**src/rtl/cpxdiv_arbiter_if.sv**
```systemverilog
// Request/result bus between the client blocks, the arbiter and the shared cpxdiv instance.
// res_dz exists only when CPXARB_DIVZERO_EN is defined.
interface cpxdiv_arbiter_if #(
   parameter int N_REQ = 4,
   parameter int IDW   = 2
);
   logic [N_REQ-1:0]    req;
   logic [64*N_REQ-1:0] req_ops;
   logic [N_REQ-1:0]    ack;
   logic [N_REQ-1:0]    done;
   logic [31:0]         res_ReY;
   logic [31:0]         res_ImY;
   logic [IDW-1:0]      res_id;
`ifdef CPXARB_DIVZERO_EN
   logic                res_dz;
`endif
   logic                arb_busy;
   logic                div_run;
   logic [15:0]         div_ReA;
   logic [15:0]         div_ImA;
   logic [15:0]         div_ReB;
   logic [15:0]         div_ImB;
   logic                div_busy;
   logic [31:0]         div_ReY;
   logic [31:0]         div_ImY;

   // Arbiter side.
   modport slave (
      input  req, req_ops, div_busy, div_ReY, div_ImY,
      output
`ifdef CPXARB_DIVZERO_EN
             res_dz,
`endif
             ack, done, res_ReY, res_ImY, res_id, arb_busy,
             div_run, div_ReA, div_ImA, div_ReB, div_ImB
   );

   // Client and divider side.
   modport master (
      output req, req_ops, div_busy, div_ReY, div_ImY,
      input
`ifdef CPXARB_DIVZERO_EN
             res_dz,
`endif
             ack, done, res_ReY, res_ImY, res_id, arb_busy,
             div_run, div_ReA, div_ImA, div_ReB, div_ImB
   );
endinterface

```
**src/rtl/cpxdiv_arbiter.sv**
```systemverilog
// Round-robin arbiter/sequencer sharing one complex divider among N_REQ requesters.
// Optional CPXARB_DIVZERO_EN: zero divisors are answered locally with res_dz=1.
module cpxdiv_arbiter #(
   parameter int N_REQ = 4,
   parameter int IDW   = 2
) (
   input  logic            clock,
   input  logic            reset,
   cpxdiv_arbiter_if.slave bus
);

   typedef enum logic [1:0] {
      IDLE,
      WAIT_BUSY,
      WAIT_DONE
`ifdef CPXARB_DIVZERO_EN
      , RETURN
`endif
   } state_t;

   state_t           state, stateNext;
   logic [IDW-1:0]   lastGrant, lastGrantNext;
   logic [IDW-1:0]   grantId, grantIdNext;
   logic [N_REQ-1:0] ackReg, ackNext;
   logic [N_REQ-1:0] doneReg, doneNext;
   logic             runReg, runNext;
   logic [63:0]      opsReg, opsNext;
   logic [31:0]      resReY, resReYNext;
   logic [31:0]      resImY, resImYNext;
   logic [IDW-1:0]   resId, resIdNext;
`ifdef CPXARB_DIVZERO_EN
   logic             resDz, resDzNext;
`endif

   logic             winFound;
   logic [IDW-1:0]   winIdx;
   logic [IDW-1:0]   cand;
   logic [63:0]      winOps;

   // Search starts just after the last grant and wraps, so the last winner is lowest priority.
   always_comb begin
      winFound = 1'b0;
      winIdx   = '0;
      cand     = '0;
      for (int k = 0; k < N_REQ; k++) begin
         cand = IDW'((int'(lastGrant) + 1 + k) % N_REQ);
         if (!winFound && bus.req[cand]) begin
            winFound = 1'b1;
            winIdx   = cand;
         end
      end
      winOps = bus.req_ops[64*int'(winIdx) +: 64];
   end

   always_comb begin
      // NOTE: every variable gets its hold/idle value first so no path can infer a latch.
      stateNext     = state;
      lastGrantNext = lastGrant;
      grantIdNext   = grantId;
      ackNext       = '0;
      doneNext      = '0;
      runNext       = 1'b0;
      opsNext       = opsReg;
      resReYNext    = resReY;
      resImYNext    = resImY;
      resIdNext     = resId;
`ifdef CPXARB_DIVZERO_EN
      resDzNext     = resDz;
`endif
      case (state)
         IDLE: begin
            if (winFound) begin
               grantIdNext      = winIdx;
               lastGrantNext    = winIdx;
               ackNext[winIdx]  = 1'b1;
`ifdef CPXARB_DIVZERO_EN
               if (winOps[31:0] == 32'd0) begin
                  stateNext = RETURN;
               end else begin
                  opsNext   = winOps;
                  runNext   = 1'b1;
                  stateNext = WAIT_BUSY;
               end
`else
               opsNext   = winOps;
               runNext   = 1'b1;
               stateNext = WAIT_BUSY;
`endif
            end
         end
         // The divider raises busy a cycle after it samples run, so this state absorbs that gap.
         WAIT_BUSY: begin
            if (bus.div_busy) stateNext = WAIT_DONE;
         end
         WAIT_DONE: begin
            if (!bus.div_busy) begin
               resReYNext        = bus.div_ReY;
               resImYNext        = bus.div_ImY;
               resIdNext         = grantId;
               doneNext[grantId] = 1'b1;
`ifdef CPXARB_DIVZERO_EN
               resDzNext         = 1'b0;
`endif
               stateNext         = IDLE;
            end
         end
`ifdef CPXARB_DIVZERO_EN
         RETURN: begin
            resReYNext        = '0;
            resImYNext        = '0;
            resIdNext         = grantId;
            resDzNext         = 1'b1;
            doneNext[grantId] = 1'b1;
            stateNext         = IDLE;
         end
`endif
         default: stateNext = IDLE;
      endcase
   end

   always_ff @(posedge clock) begin
      if (reset) begin
         state     <= IDLE;
         lastGrant <= IDW'(N_REQ - 1);
         grantId   <= '0;
         ackReg    <= '0;
         doneReg   <= '0;
         runReg    <= 1'b0;
         opsReg    <= '0;
         resReY    <= '0;
         resImY    <= '0;
         resId     <= '0;
`ifdef CPXARB_DIVZERO_EN
         resDz     <= 1'b0;
`endif
      end else begin
         // NOTE: non-blocking updates so every register samples the pre-edge values.
         state     <= stateNext;
         lastGrant <= lastGrantNext;
         grantId   <= grantIdNext;
         ackReg    <= ackNext;
         doneReg   <= doneNext;
         runReg    <= runNext;
         opsReg    <= opsNext;
         resReY    <= resReYNext;
         resImY    <= resImYNext;
         resId     <= resIdNext;
`ifdef CPXARB_DIVZERO_EN
         resDz     <= resDzNext;
`endif
      end
   end

   assign bus.ack      = ackReg;
   assign bus.done     = doneReg;
   assign bus.div_run  = runReg;
   assign bus.div_ReA  = opsReg[63:48];
   assign bus.div_ImA  = opsReg[47:32];
   assign bus.div_ReB  = opsReg[31:16];
   assign bus.div_ImB  = opsReg[15:0];
   assign bus.res_ReY  = resReY;
   assign bus.res_ImY  = resImY;
   assign bus.res_id   = resId;
   assign bus.arb_busy = (state != IDLE);
`ifdef CPXARB_DIVZERO_EN
   assign bus.res_dz   = resDz;
`endif

endmodule

```
**src/flat_wrapper.sv**
```systemverilog
// flat-port wrapper written by rule: the top's interface ports become plain ports
module cpxdiv_arbiter_flat 
#(
   parameter int N_REQ = 4,
   parameter int IDW   = 2
)
  (clock, reset, bus_req, bus_req_ops, bus_div_busy, bus_div_ReY, bus_div_ImY, bus_ack, bus_done, bus_res_ReY, bus_res_ImY, bus_res_id, bus_arb_busy, bus_div_run, bus_div_ReA, bus_div_ImA, bus_div_ReB, bus_div_ImB);
  cpxdiv_arbiter_if #(.N_REQ(N_REQ), .IDW(IDW)) bus_i ();
  input  logic clock;
  input  logic reset;
  input wire logic [$bits(bus_i.req)-1:0] bus_req;
  input wire logic [$bits(bus_i.req_ops)-1:0] bus_req_ops;
  input wire logic [$bits(bus_i.div_busy)-1:0] bus_div_busy;
  input wire logic [$bits(bus_i.div_ReY)-1:0] bus_div_ReY;
  input wire logic [$bits(bus_i.div_ImY)-1:0] bus_div_ImY;
  output wire logic [$bits(bus_i.ack)-1:0] bus_ack;
  output wire logic [$bits(bus_i.done)-1:0] bus_done;
  output wire logic [$bits(bus_i.res_ReY)-1:0] bus_res_ReY;
  output wire logic [$bits(bus_i.res_ImY)-1:0] bus_res_ImY;
  output wire logic [$bits(bus_i.res_id)-1:0] bus_res_id;
  output wire logic [$bits(bus_i.arb_busy)-1:0] bus_arb_busy;
  output wire logic [$bits(bus_i.div_run)-1:0] bus_div_run;
  output wire logic [$bits(bus_i.div_ReA)-1:0] bus_div_ReA;
  output wire logic [$bits(bus_i.div_ImA)-1:0] bus_div_ImA;
  output wire logic [$bits(bus_i.div_ReB)-1:0] bus_div_ReB;
  output wire logic [$bits(bus_i.div_ImB)-1:0] bus_div_ImB;
  assign bus_i.req = bus_req;
  assign bus_i.req_ops = bus_req_ops;
  assign bus_i.div_busy = bus_div_busy;
  assign bus_i.div_ReY = bus_div_ReY;
  assign bus_i.div_ImY = bus_div_ImY;
  assign bus_ack = bus_i.ack;
  assign bus_done = bus_i.done;
  assign bus_res_ReY = bus_i.res_ReY;
  assign bus_res_ImY = bus_i.res_ImY;
  assign bus_res_id = bus_i.res_id;
  assign bus_arb_busy = bus_i.arb_busy;
  assign bus_div_run = bus_i.div_run;
  assign bus_div_ReA = bus_i.div_ReA;
  assign bus_div_ImA = bus_i.div_ImA;
  assign bus_div_ReB = bus_i.div_ReB;
  assign bus_div_ImB = bus_i.div_ImB;
  cpxdiv_arbiter #(.N_REQ(N_REQ), .IDW(IDW)) u_core (.clock(clock), .reset(reset), .bus(bus_i));
endmodule
```
**config.mk**
```make
export PLATFORM = sky130hd
export DESIGN_NAME = cpxdiv_arbiter_flat
export DESIGN_NICKNAME = d
export VERILOG_FILES = /design/src/rtl/cpxdiv_arbiter_if.sv /design/src/rtl/cpxdiv_arbiter.sv /design/src/flat_wrapper.sv
export SDC_FILE = /design/constraint.sdc
export NUM_CORES = 1
export LEC_CHECK = 0
export ABC_AREA = 1
export BUFFER_PORTS_ARGS = -buffer_cell sky130_fd_sc_hd__buf_2
export CAP_MARGIN = 0
export CORE_AREA = 2 2 184 186
export DETAILED_ROUTE_END_ITERATION = 7
export DIE_AREA = 0 0 186 188
export HOLD_SLACK_MARGIN = 0.08
export PLACE_DENSITY_LB_ADDON = 0.08
export SLEW_MARGIN = 20
export SYNTH_ARGS = -nofsm -noshare
export SYNTH_HDL_FRONTEND = slang
export SYNTH_SLANG_ARGS = --single-unit
```
**constraint.sdc**
```tcl
create_clock -name clock -period 5.6 [get_ports clock]
set_input_delay 0.84 -clock clock [delete_from_list [all_inputs] [get_ports clock]]
set_output_delay 0.84 -clock clock [all_outputs]
set_load 0.03 [all_outputs]
```
; Yosys cells after proc, flatten, opt, wreduce, memory -nomap -nowiden
; Cells that the tools add are included.
[classes]
n_eq_ne = 5
addsub = 4
n_reduce_logical = 16
shifts = 1
bitwise_logic = 4
muxes = 25
magnitude_cmp = 8
[ops]
columns = op, count
row1 = 256-bit by 9-bit variable part select with 64-bit output, 1
row2 = "2-bit by 3-bit < comparator with 1-bit output, second input constant", 6
row3 = 2-bit two-way mux, 7
row4 = 1-bit two-way mux, 11
row5 = 1-bit binary-select mux with 2-bit select, 4
row6 = 2-bit one-hot mux with 3 select lines, 1
row7 = 3-bit OR reduction, 2
row8 = 1-bit logical AND, 5
row9 = "2-bit by 1-bit adder with 2-bit output, second input constant", 2
row10 = "2-bit adder, second input constant", 2
row11 = 1-bit demux with 2-bit select, 2
row12 = "2-bit by 1-bit greater-or-equal comparator with 1-bit output, second input constant", 2
row13 = "2-bit != test, second input constant", 2
row14 = 1-bit inverter, 4
row15 = 2-bit AND reduction, 2
row16 = 1-bit zero test, 3
row17 = 3-bit AND reduction, 1
row18 = "2-bit by 1-bit == test with 1-bit output, second input constant", 1
row19 = "2-bit == test, second input constant", 1
row20 = 2-bit zero test, 1
row21 = "2-bit by 1-bit != test with 1-bit output, second input constant", 1
row22 = 2-bit nonzero test, 1
row23 = 2-bit OR reduction, 1
[totals]
output_inout_bits = 140
inputBits = 327
ff_bits = 145

; Longest topological paths before layout
; Gate-level depths: netlist of the first run.
[logic_depth]
ltp_word = 17
depth_mapped = 17
depth_no_buf = 15

; Worst setup path before layout of the first run
; Ideal clock, no wire load.
[synth_path]
path_type = input-to-reg
start = input port bus_req[0]
end = register u_core.opsReg[38]
setup_time_ps = 117
path_slack_ps = 3438
t_arrival_ps = 2045
path_stages = 14
path_buffers = 2
cell_sequence = inv_1 > nand2_1 > nand2_1 > nand2_1 > nand2_1 > nand3_1 > nor2_1 > nor2_4 > buf_6 > buf_2 > nand4_1 > nand3_1 > nor2_1 > nor2_1
[synth_via]
elab_chain_len = 13
[synth_rtl]
columns = item, line_no
row1 = "start, declared", flat_wrapper.sv:11  ; input wire logic [$bits(bus_i.req)-1:0] bus_req;
row2 = 1-bit binary-select mux with 2-bit select, cpxdiv_arbiter.sv:47  ; if (!winFound && bus.req[cand]) begin
row3 = 1-bit two-way mux (implied by the code), cpxdiv_arbiter.sv:47
row4 = 1-bit two-way mux, cpxdiv_arbiter.sv:47
row5 = 1-bit zero test, cpxdiv_arbiter.sv:47
row6 = 1-bit logical AND, cpxdiv_arbiter.sv:47
row7 = 1-bit two-way mux, cpxdiv_arbiter.sv:47
row8 = 1-bit zero test, cpxdiv_arbiter.sv:47
row9 = 1-bit logical AND, cpxdiv_arbiter.sv:47
row10 = 1-bit two-way mux, cpxdiv_arbiter.sv:47
row11 = 1-bit zero test, cpxdiv_arbiter.sv:47
row12 = 1-bit logical AND, cpxdiv_arbiter.sv:47
row13 = 2-bit two-way mux / 1-bit two-way mux (equally long branches), cpxdiv_arbiter.sv:47
row14 = 256-bit by 9-bit variable part select with 64-bit output / 2-bit AND reduction (equally long branches), n/a
row15 = "end signal, assigned", cpxdiv_arbiter.sv:144  ; opsReg <= opsNext;
row16 = "end, declared", cpxdiv_arbiter.sv:27  ; logic [63:0] opsReg, opsNext;
; Several ways; a longest one is shown, not always the timed one. The select of a mux whose other input is x is not followed.
; A chain may end at the register's enable or synchronous reset.

; Final worst setup path of the first run
[layout_path]
start = register u_core.lastGrant[0]
end = register u_core.opsReg[6]
[layout_via]
elab_chain_len = 14
[layout_rtl]
columns = item, line_no
row1 = "start, declared", cpxdiv_arbiter.sv:22  ; logic [IDW-1:0] lastGrant, lastGrantNext;
row2 = "start signal, assigned", cpxdiv_arbiter.sv:124  ; lastGrant <= IDW'(N_REQ - 1);
row3 = "start signal, assigned", cpxdiv_arbiter.sv:139  ; lastGrant <= lastGrantNext;
row4 = 2-bit by 1-bit adder with 2-bit output (*), cpxdiv_arbiter.sv:46  ; cand = IDW'((int'(lastGrant) + 1 + k) % N_REQ);
row5 = branches (longest 13 deep; another with 2-bit adder), n/a
; Every way passes the cells marked *. The select of a mux whose other input is x is not followed.

==> impl_metrics.tcl, run 1 <==
set metrics [dict create \
    yosys_most_used_dff "dfxtp_1" \
    synthMostInstantiatedCell "nor2_1" \
    drtIter0Drc 416 \
    wl_um 34690 \
    critPathArrivalTime_ns 3.94 \
    hold_viol_final 0 \
    ys_top_cells_by_area "dfxtp_1, nand3_1, nor2_1" \
    status "finished, final reports clean" \
    gp_congestion 0.7826 \
    cts_tree "done" \
    powerDensity_mw_per_mm2 616.4 \
    grt_pass1_vias 8841 \
    synthesis.nets 1457 \
    clock_sinks 145 \
    grt_max_degree 124 \
    die_h_um 188 \
    cp.required_ns 5.96 \
    drt_first_pass_iters 5 \
    min-delay-path-class "flop to flop" \
    cts_resized 0 \
    synth_common_cells "nor2_1, nand3_1, dfxtp_1" \
    holdBufCountCts 0 \
    final.setup.worst_slack_ns 2.018 \
    layout-drive-gt1-share_pct 33.81 \
    drv_slew 0 \
    fin_crit_sh_pct 63.97 \
    slew_headroom_pct 24.96 \
    skew_ns 0.01027 \
    cp-startpoint "u_core.lastGrant[0]$_SDFFE_PP1P_" \
    syn_to_final_growth_pct 40.06 \
    coreArea_sq_mm 0.03311 \
    grt_pass1_wl_um 50900 \
    clock-root-buffer "clkbuf_16" \
    cp_top_family "simple AND/OR/NAND/NOR gates" \
    cts_buffers 17 \
    start_util_pct 22.67 \
    critPathLaunchType "flop" \
    worstMarginPinSlew_ns 1.126 \
    grt_overflow 0 \
    path_cells "inv_1 -> nand2_1 -> nand2_1 -> nand2_1 -> nand2_1 -> nor2_2 -> nand3_1 -> nand2_1 -> nand2_4 -> nand2_4 -> buf_4 -> nand3_1 -> nand3_1 -> nor2_1 -> nor2_1" \
    syn_inst 1130 \
    antenna_found_initial 15 \
    ys_types 27 \
    syn_area_sq_mm 0.007506 \
    synth_seq_area_share_pct 38.67 \
    yosys.area.top_type_share_pct 38.67 \
    rr_startpoint "u_core.lastGrant[0]$_SDFFE_PP1P_" \
    tns_ns 0 \
    cap_viol_max_count 0 \
    setup_viol_count_final 0 \
    num_io_pins 467 \
    grt_usage_pct 18.89 \
    path_common_cell "nand2_1" \
    routed.top_layer "met5" \
    synth_async_sr_flop_share_pct 0 \
    avgSynthCellArea_sq_um 6.642 \
    clock_path_buffers 2 \
    crit_path_max_fanout 90 \
    post_cts_buffers 0 \
    routedWlPerCell_um 17.48 \
    fp-row-count 67 \
    met3RoutedLength_um 2354 \
    rsz0062_at_grt "no" \
    yosys.area.top_type "dfxtp_1" \
    synth_enable_flop_cells 0 \
    fillCellCount 3753 \
    ir_drop_mv 0.8475 \
    wl_met1_um 14120 \
    via_count 9279 \
    drc 0 \
    io_buffers 466 \
    dp_slack_ns 1.843 \
    worstSetupPathType "flop to flop" \
    die_area_sq_mm 0.03497 \
    layout_min_cycle_time_ns 3.582 \
    worst-path-buf-inv 2 \
    die_w_um 186 \
    place_hpwl_um 24340 \
    leakage_nw 5.371 \
    endpoint_kind "flop" \
    cts_max_level 4 \
    max_freq_mhz 279.1 \
    clock_latency_ns 0.43 \
    hp-start "u_core.state[1]$_SDFFE_PP0P_" \
    cts.clk_slew.worst_paths_ns 0.06 \
    cpMaxStageDelayCell "nand2_4" \
    final_net_count 1843 \
    wl_met2_um 17630 \
    ys_ff_latch 145 \
    ys_warn_count 0 \
    antenna_left 0 \
    via_per_inst 4.677 \
    max_stage_delay_ns 0.72 \
]
[per-stage QoR]
step,hold WS (ns),std cells,area [sq um],utilization [%],total power (W)
3_3_place_gp,0.4434,1945,9953,30.06,0.005486
2_1_floorplan,0.4270,1130,7506,-,0.004507
5_1_grt,0.4650,1983,10510,31.74,0.007059
4_1_cts,0.4528,1974,10490,31.67,0.006598
6_report,0.4510,1984,10510,31.75,0.006480
3_5_place_dp,0.4447,1945,9953,30.06,0.005480
[sequential cells by signal, summed over array words and instances, names as in the netlist]
signal and cells:
u_core.bus.done 4, u_core.opsReg 64, u_core.bus.div_run 1, u_core.bus.res_ImY 32
u_core.bus.res_ReY 32, u_core.lastGrant 2, u_core.bus.ack 4, u_core.grantId 2
u_core.state 2, u_core.bus.res_id 2
[where the power goes]
part / switching, W / internal, W / total [W]
clock network: 0.000460 / 0.000616 / 0.00108
registers: 0.000120 / 0.00128 / 0.00140
logic: 0.00290 / 0.00110 / 0.00400
[cell type report]
| class | instances | area [sq um] | share of cell area [%] |
|---|---|---|---|
| antenna | 10 | 25.02 | 0.2380 |
| clock buffer | 20 | 446.7 | 4.249 |
| clock inverter | 9 | 87.58 | 0.8331 |
| inverter | 14 | 56.30 | 0.5356 |
| multi-input combinational | 862 | 4014 | 38.18 |
| sequential | 145 | 2903 | 27.61 |
| tap | 448 | 560.5 | 5.332 |
| timing repair buffer | 476 | 2420 | 23.02 |
[placed cells by master (no fill, tap or decap)]
master        n
a21boi_1      1
a21oi_1       3
buf_12        1
buf_2       466
buf_4         9
bufinv_16     1
clkbuf_1      2
clkbuf_16    17
clkbuf_8      1
clkinv_2      4
clkinv_4      3
clkinvlp_4    1
dfxtp_1     145
diode_2      10
inv_1        10
inv_2         2
inv_4         1
inv_6         1
nand2_1     135
nand2_4       4
nand3_1     200
nand3b_1      1
nand4_1     112
nor2_1      262
nor2_2        2
nor2_4        1
nor3_1        4
nor3_2        1
nor3b_1       1
o211ai_1      2
o21ai_0     125
o21ai_1       5
o22ai_1       1
o31ai_1       1
or2_2         1
[cell families after synthesis]
| family | Yosys count | share of synthesized area [%] |
|---|---|---|
| AND/OR/NAND/NOR | 724 | 43.79 |
| AO/OA/AOI/OAI | 138 | 9.352 |
| flip-flops | 145 | 38.67 |
| buffers and inverters | 123 | 8.185 |
[worst paths after layout]
| check | to | slack (ns) | cells after the start |
|---|---|---|---|
| min reg2reg | u_core.state[1]$_SDFFE_PP0P_ | 0.45 | 1 |
| max | u_core.opsReg[6]$_SDFFE_PP0P_ | 2.02 | 15 |
| max reg2reg | u_core.opsReg[6]$_SDFFE_PP0P_ | 2.02 | 15 |
| min | u_core.state[1]$_SDFFE_PP0P_ | 0.45 | 1 |
[routing by layer]
metal  track usage [%]  vias up
li1                  -     4653
met1             21.45     4267
met4             5.936       10
met5                 0        -
met2             33.74      315
met3             5.419       34
Note: power is estimated with default switching activity, not from simulation.
==> run 2: changes to the inputs <==
--- a/config.mk
+++ b/config.mk
@@ -5,12 +5,12 @@
 export SDC_FILE = /design/constraint.sdc
 export NUM_CORES = 1
 export LEC_CHECK = 0
-export ABC_AREA = 1
+export ABC_AREA = 0
 export BUFFER_PORTS_ARGS = -buffer_cell sky130_fd_sc_hd__buf_2
 export CAP_MARGIN = 0
-export CORE_AREA = 2 2 184 186
+export CORE_AREA = 2 2 182 184
 export DETAILED_ROUTE_END_ITERATION = 7
-export DIE_AREA = 0 0 186 188
+export DIE_AREA = 0 0 184 186
 export HOLD_SLACK_MARGIN = 0.08
 export PLACE_DENSITY_LB_ADDON = 0.08
 export SLEW_MARGIN = 20
==> constraint.sdc (replaced) <==
create_clock -name clock -period 3.6 [get_ports clock]
set_input_delay 0.54 -clock clock [delete_from_list [all_inputs] [get_ports clock]]
set_output_delay 0.54 -clock clock [all_outputs]
set_load 0.03 [all_outputs]
==> run 2 against run 1 <==
  * Critical path depth down 8
  * Clock power grew 60%
  * Sequential cell count did not move
  * Area after synthesis is 7.1% lower
  * Sequential power is 32% higher
  * Combinational power fell by 63%
  * Via count decreased by 19%
  * Count of clock-buffer cells in the layout is the same
  * Final cell count fell by 16%
  * Non-clock buffer count is 4 higher
  * Sequential share of layout area rose by 0.68 points
==> impl_metrics.tcl, run 2 <==
set metrics [dict create \
    final_net_count 1553 \
    r2r_cells 7 \
    clock-root-buffer "clkbuf_16" \
    drtIter0Drc 302 \
    final.setup.worst_slack_ns 1.224 \
    path_common_cell "buf_4" \
    place_hpwl_um 22450 \
    ys_top_cells_by_area "dfxtp_1, mux2i_1, a221oi_1" \
    grt_pass1_wl_um 44130 \
    cap_viol_max_count 0 \
    clock_sinks 145 \
    ys_warn_count 0 \
    die_w_um 184 \
    ys_types 36 \
    antenna_found_initial 15 \
    max_freq_mhz 420.9 \
    status "finished, final reports clean" \
    path_cells "nand2b_1 -> a21oi_1 -> nor3_4 -> buf_4 -> buf_4 -> mux2i_1 -> o22ai_1" \
    holdBufCountCts 0 \
    cts.clk_slew.worst_paths_ns 0.07 \
    gp_congestion 0.8085 \
    tns_ns 0 \
    setup_viol_count_final 0 \
    r2r-end "u_core.opsReg[51]$_SDFFE_PP0P_" \
    wl_met1_um 12170 \
    post_cts_buffers 0 \
    cpMaxStageDelayCell "dfxtp_1" \
    drv_slew 0 \
    die_area_sq_mm 0.03422 \
    final_common_cell "buf_2" \
    slew_headroom_pct 30.25 \
    via_per_inst 4.555 \
    avgSynthCellArea_sq_um 8.716 \
    fp-row-count 66 \
    die_h_um 186 \
    antenna_left 0 \
    layout-drive-gt1-share_pct 46.49 \
    ys_ff_latch 145 \
    fin_crit_sh_pct 66.00 \
    clock_path_buffers 2 \
    ir_drop_mv 0.3030 \
    grt_overflow 0 \
    cts_max_level 4 \
    timing.critical_path.to "u_core.opsReg[51]$_SDFFE_PP0P_" \
    routedWlPerCell_um 18.45 \
    synth_enable_flop_cells 0 \
    grt_usage_pct 17.17 \
    final_core_util_pct 31.85 \
    synthMostInstantiatedCell "dfxtp_1" \
    wl_um 30570 \
    dp_slack_ns 0.9361 \
    crit_path_max_fanout 19 \
    place_area_sq_mm 0.009678 \
    routed.top_layer "met5" \
    synth_async_sr_flop_share_pct 0 \
    synth_common_cells "dfxtp_1, nand2_1, a21oi_1" \
    powerDensity_mw_per_mm2 492.9 \
    rr_startpoint "u_core.lastGrant[0]$_SDFFE_PP1P_" \
    largest_reg_flops 64 \
    clock_latency_ns 0.43 \
    syn_area_sq_mm 0.006973 \
    start_util_pct 21.65 \
    layout_common_cells "buf_2, dfxtp_1, nand2_1, a21oi_1, o22ai_1" \
    io_buffers 466 \
    via_count 7547 \
    num_io_pins 467 \
    cp-startpoint "u_core.lastGrant[0]$_SDFFE_PP1P_" \
    drt_first_pass_iters 4 \
    yosys.area.top_type "dfxtp_1" \
    hp-start "bus_div_ReY[20]" \
    critPathLaunchType "flop" \
    hold_viol_final 0 \
    drc 0 \
    wl_met2_um 14940 \
    max_stage_delay_ns 0.48 \
    fin_area_sq_mm 0.01026 \
    cts_resized 0 \
    grt_pass1_vias 7462 \
    regToRegSetupSlack_ns 1.22 \
    synthesis.nets 1127 \
    min-delay-path-class "primary input to flop" \
    yosys_most_used_dff "dfxtp_1" \
    endpoint_kind "flop" \
    met3RoutedLength_um 2737 \
    synth_seq_area_share_pct 41.63 \
    top_register "u_core.opsReg" \
    layout_min_cycle_time_ns 2.376 \
    yosys.area.top_type_share_pct 41.63 \
    cp.required_ns 3.91 \
    skew_ns 0.01911 \
    coreArea_sq_mm 0.03221 \
    cts_tree "done" \
    critPathArrivalTime_ns 2.68 \
    cts_buffers 17 \
    leakage_nw 4.777 \
    grt_max_degree 78 \
    worstSetupPathType "flop to flop" \
    syn_inst 800 \
    worstMarginPinSlew_ns 1.046 \
    syn_to_final_growth_pct 47.12 \
    rsz0062_at_grt "no" \
]
run 2: changes by cell type after synthesis, moves of 12 or more:
| cell | previous run | this run |
|---|---|---|
| nand3_1 | 200 | 0 |
| nand4_1 | 112 | 0 |
| or2_2 | 1 | 37 |
| mux2i_1 | 0 | 64 |
| o21bai_2 | 0 | 20 |
| buf_2 | 50 | 18 |
| o21bai_1 | 0 | 44 |
| a221oi_1 | 0 | 64 |
| a21oi_1 | 3 | 72 |
| o22ai_1 | 1 | 65 |
| or2_1 | 0 | 21 |
| o21ai_0 | 125 | 4 |
| nor2_1 | 262 | 15 |
| nand2b_1 | 0 | 12 |
run 2: stage by stage:
stage | cells | hold slack (ns) | power [W]
floorplan | 800 | 0.4450 | 0.002816
global placement | 1615 | 0.4394 | 0.003390
detailed placement | 1615 | 0.4440 | 0.003386
CTS | 1647 | 0.3190 | 0.005159
global route | 1654 | 0.3242 | 0.005332
finish | 1657 | 0.3476 | 0.005056
run 2: cell type report:
cell class                 instances  area (sq um)
tap                              408         510.5
clock inverter                    12         108.9
clock buffer                      20         446.7
fill                            3544         21950
multi-input combinational        579          3776
sequential                       145          2903
inverter                           3         11.26
timing repair buffer             480          2477
antenna                           10         25.02
run 2: how the worst min path moves through the flow:
stage                                          end  cells past startpoint  slack, ns
2_1_floorplan        u_core.bus.done[2]$_SDFF_PP0_                      1       0.44
3_3_place_gp    u_core.bus.res_ReY[3]$_SDFFE_PP0P_                      2       0.44
3_5_place_dp   u_core.bus.res_ImY[31]$_SDFFE_PP0P_                      2       0.44
4_1_cts        u_core.bus.res_ReY[21]$_SDFFE_PP0P_                      3       0.32
5_1_grt        u_core.bus.res_ReY[16]$_SDFFE_PP0P_                      3       0.32
6_report       u_core.bus.res_ReY[20]$_SDFFE_PP0P_                      3       0.35
run 2: power by group:
group,switching (W),leakage (nW),total (W),internal [W]
Clock,0.000758,0.259,0.00173,0.000971
Sequential,0.0000902,1.19,0.00185,0.00176
Combinational,0.000911,3.33,0.00148,0.000566
Total,0.00176,4.78,0.00506,0.00330
run 2: cell families (layout without fill, tap and decap cells):
kind of cell	after synthesis	in the layout	synth area share, %
mux	64	64	9.187
compound gates	276	276	28.15
flops	145	145	41.63
buf+inv	76	515	4.917
xor+xnor	1	1	0.1256
other cells	0	10	0
simple gates	238	238	15.99
run 2: per-layer routing:
metal  up-vias  track usage (%)
li1       3777                -
met1      3410            19.56
met2       314            29.19
met3        36            6.574
met4        10            6.336
met5         -                0
run 2: critical path, delay by kind of cell, from the launching register on:
family | cells | cell delay (ns)
buf+inv | 2 | 0.64
compound gates | 2 | 0.27
mux | 1 | 0.32
simple gates | 2 | 0.54
flops | 1 | 0.48
==> run 3: changes to the inputs <==
==> constraint.sdc (replaced) <==
create_clock -name clock -period 2.13 [get_ports clock]
set_input_delay 0.3195 -clock clock [delete_from_list [all_inputs] [get_ports clock]]
set_output_delay 0.3195 -clock clock [all_outputs]
set_load 0.03 [all_outputs]
==> run 3 against run 2 <==
  * Clock skew decreased by 0.0015 ns
  * Utilization is 1.2 points higher
  * Die area unchanged
  * Maximum frequency is 18% higher
  * Clock power is 95% higher
  * Final cell count is 1.1% higher
  * Global-route usage up 0.39 points
  * Total power up 82%
  * Critical path type unchanged
  * Critical endpoint is now u_core.opsReg[24]$_SDFFE_PP0P_
==> impl_metrics.tcl, run 3 (same netlist as run 2, synthesis figures left out) <==
set metrics [dict create \
    status "finished, final reports clean" \
    num_io_pins 467 \
    min_path_cells 2 \
    grt_usage_pct 17.56 \
    drt_first_pass_iters 4 \
    grt_overflow 0 \
    die_h_um 186 \
    hold_path_end "u_core.state[0]$_SDFFE_PP0P_" \
    final_net_count 1577 \
    drc 0 \
    layout-drive-gt1-share_pct 47.66 \
    cts_resized 0 \
    wl_um 31240 \
    min-delay-path-class "primary input to flop" \
    final_core_util_pct 33.10 \
    critPathLaunchType "flop" \
    clock_latency_ns 0.43 \
    hp-start "bus_div_busy" \
    gp_congestion 0.7842 \
    grt_max_degree 84 \
    cts.clk_slew.worst_paths_ns 0.08 \
    ir_drop_mv 0.5065 \
    io_buffers 466 \
    via_per_inst 4.518 \
    drtIter0Drc 263 \
    worstSetupPathType "flop to flop" \
    antenna_left 0 \
    drv_slew 0 \
    cts_max_level 4 \
    max_freq_mhz 498.0 \
    max_stage_delay_ns 0.41 \
    die_area_sq_mm 0.03422 \
    crit_path_max_fanout 28 \
    final_common_cell "buf_2" \
    r2r-end "u_core.opsReg[24]$_SDFFE_PP0P_" \
    critPathArrivalTime_ns 2.31 \
    cp.required_ns 2.44 \
    endpoint_kind "flop" \
    powerDensity_mw_per_mm2 860.9 \
    fp-row-count 66 \
    place_hpwl_um 23410 \
    grt_pass1_wl_um 45200 \
    cap_viol_max_count 0 \
    worstMarginPinSlew_ns 0.7615 \
    path_cells "nand2b_1 -> a21oi_1 -> nor3_4 -> buf_12 -> buf_4 -> mux2i_1 -> o22ai_1" \
    cts_buffers 17 \
    internal-power_w 0.005971 \
    antenna_found_initial 8 \
    clock_path_buffers 2 \
    syn_to_final_growth_pct 52.88 \
    die_w_um 184 \
    switching_share_pct 34.94 \
    combPwrFrac_pct 29.2 \
    clock-root-buffer "clkbuf_16" \
    setup_viol_count_final 0 \
    rsz0062_at_grt "no" \
    final.setup.worst_slack_ns 0.1220 \
    largest_reg_flops 64 \
    holdBufCountCts 0 \
    worst-path-buf-inv 2 \
    clock_sinks 145 \
    clockPowerShare_pct 36.8 \
    grt_pass1_vias 7521 \
    regToRegSetupSlack_ns 0.12 \
    dp_slack_ns 0.05559 \
    fin_crit_sh_pct 94.27 \
    tns_ns 0 \
    rr_startpoint "u_core.lastGrant[0]$_SDFFE_PP1P_" \
    hold_viol_final 0 \
    leakage_nw 4.994 \
    p_seq_share_pct 34.0 \
    r2r_cells 7 \
    slew_headroom_pct 49.05 \
    skew_ns 0.01762 \
    routedWlPerCell_um 18.65 \
    start_util_pct 21.65 \
    cp_top_family "buffers and inverters" \
    layout_min_cycle_time_ns 2.008 \
    top_register "u_core.opsReg" \
    layout_common_cells "buf_2, dfxtp_1, nand2_1, a21oi_1, o22ai_1" \
    post_cts_buffers 0 \
    cts_tree "done" \
    cpMaxStageDelayCell "dfxtp_1" \
    power_switching_w 0.003206 \
    via_count 7567 \
    fillCellCount 3507 \
    coreArea_sq_mm 0.03221 \
    finalPower_w 0.009178 \
]
==> run 3: cell types whose count changed in the layout (fill, tap and decap cells not counted), moves of 3 or more <==
cell | previous run | this run
buf_12 | 3 | 15
diode_2 | 10 | 4
clkinv_2 | 3 | 0
buf_4 | 12 | 24
inv_8 | 0 | 6
clkinvlp_4 | 5 | 1
==> run 3: worst max path at each step <==
stage	from	end	slack, ns	cells after the start
final	u_core.lastGrant[0]$_SDFFE_PP1P_	u_core.opsReg[24]$_SDFFE_PP0P_	0.12	7
after global routing	u_core.lastGrant[0]$_SDFFE_PP1P_	u_core.opsReg[35]$_SDFFE_PP0P_	0.05	6
after CTS	u_core.lastGrant[0]$_SDFFE_PP1P_	u_core.opsReg[7]$_SDFFE_PP0P_	0.10	7
after detailed placement	bus_req[1]	u_core.opsReg[7]$_SDFFE_PP0P_	0.06	8
after global placement	bus_req[1]	u_core.opsReg[7]$_SDFFE_PP0P_	0.06	8
after floorplan	bus_req[3]	u_core.opsReg[12]$_SDFFE_PP0P_	0.36	8
==> run 3: routing by layer <==
metal | vias up | track usage, % | wire length, um
met5 | - | 0 | 38
met4 | 6 | 5.088 | 462
met3 | 28 | 6.026 | 2497
met2 | 285 | 29.87 | 15240
met1 | 3423 | 20.95 | 12990
li1 | 3825 | - | -
==> run 3: power by group through the flow <==
stage	Sequential, W	Combinational, W	Clock, W
final	0.00312	0.00268	0.00337
after floorplan	0.00366	0.00110	0
after detailed placement	0.00318	0.00273	0
after CTS	0.00312	0.00273	0.00349
after global routing	0.00315	0.00290	0.00360
after global placement	0.00318	0.00273	0
==> run 3: stage by stage <==
stage               hold slack, ns  cell area [sq um]  instances
floorplan                   0.4361               6973        800
global placement            0.4393              10010       1639
detailed placement          0.4431              10010       1639
CTS                         0.1027              10650       1671
global route                0.1090              10660       1674
finish                      0.1230              10660       1675
==> run 3: worst register-to-register path, stage by stage, from the launching register on <==
cell and delay (ns):
dfxtp_1 0.41, nand2b_1 0.19, a21oi_1 0.12, nor3_4 0.26, buf_12 0.25, buf_4 0.25, mux2i_1 0.28, o22ai_1 0.12
==> run 3: cell type report <==
type	count	area, sq um	share of cell area, %
clock inverter	15	216.5	2.031
tap	408	510.5	4.789
sequential	145	2903	27.23
inverter	3	11.26	0.1056
antenna	4	10.01	0.09390
multi-input combinational	579	3776	35.42
timing repair buffer	504	2808	26.34
clock buffer	17	425.4	3.991
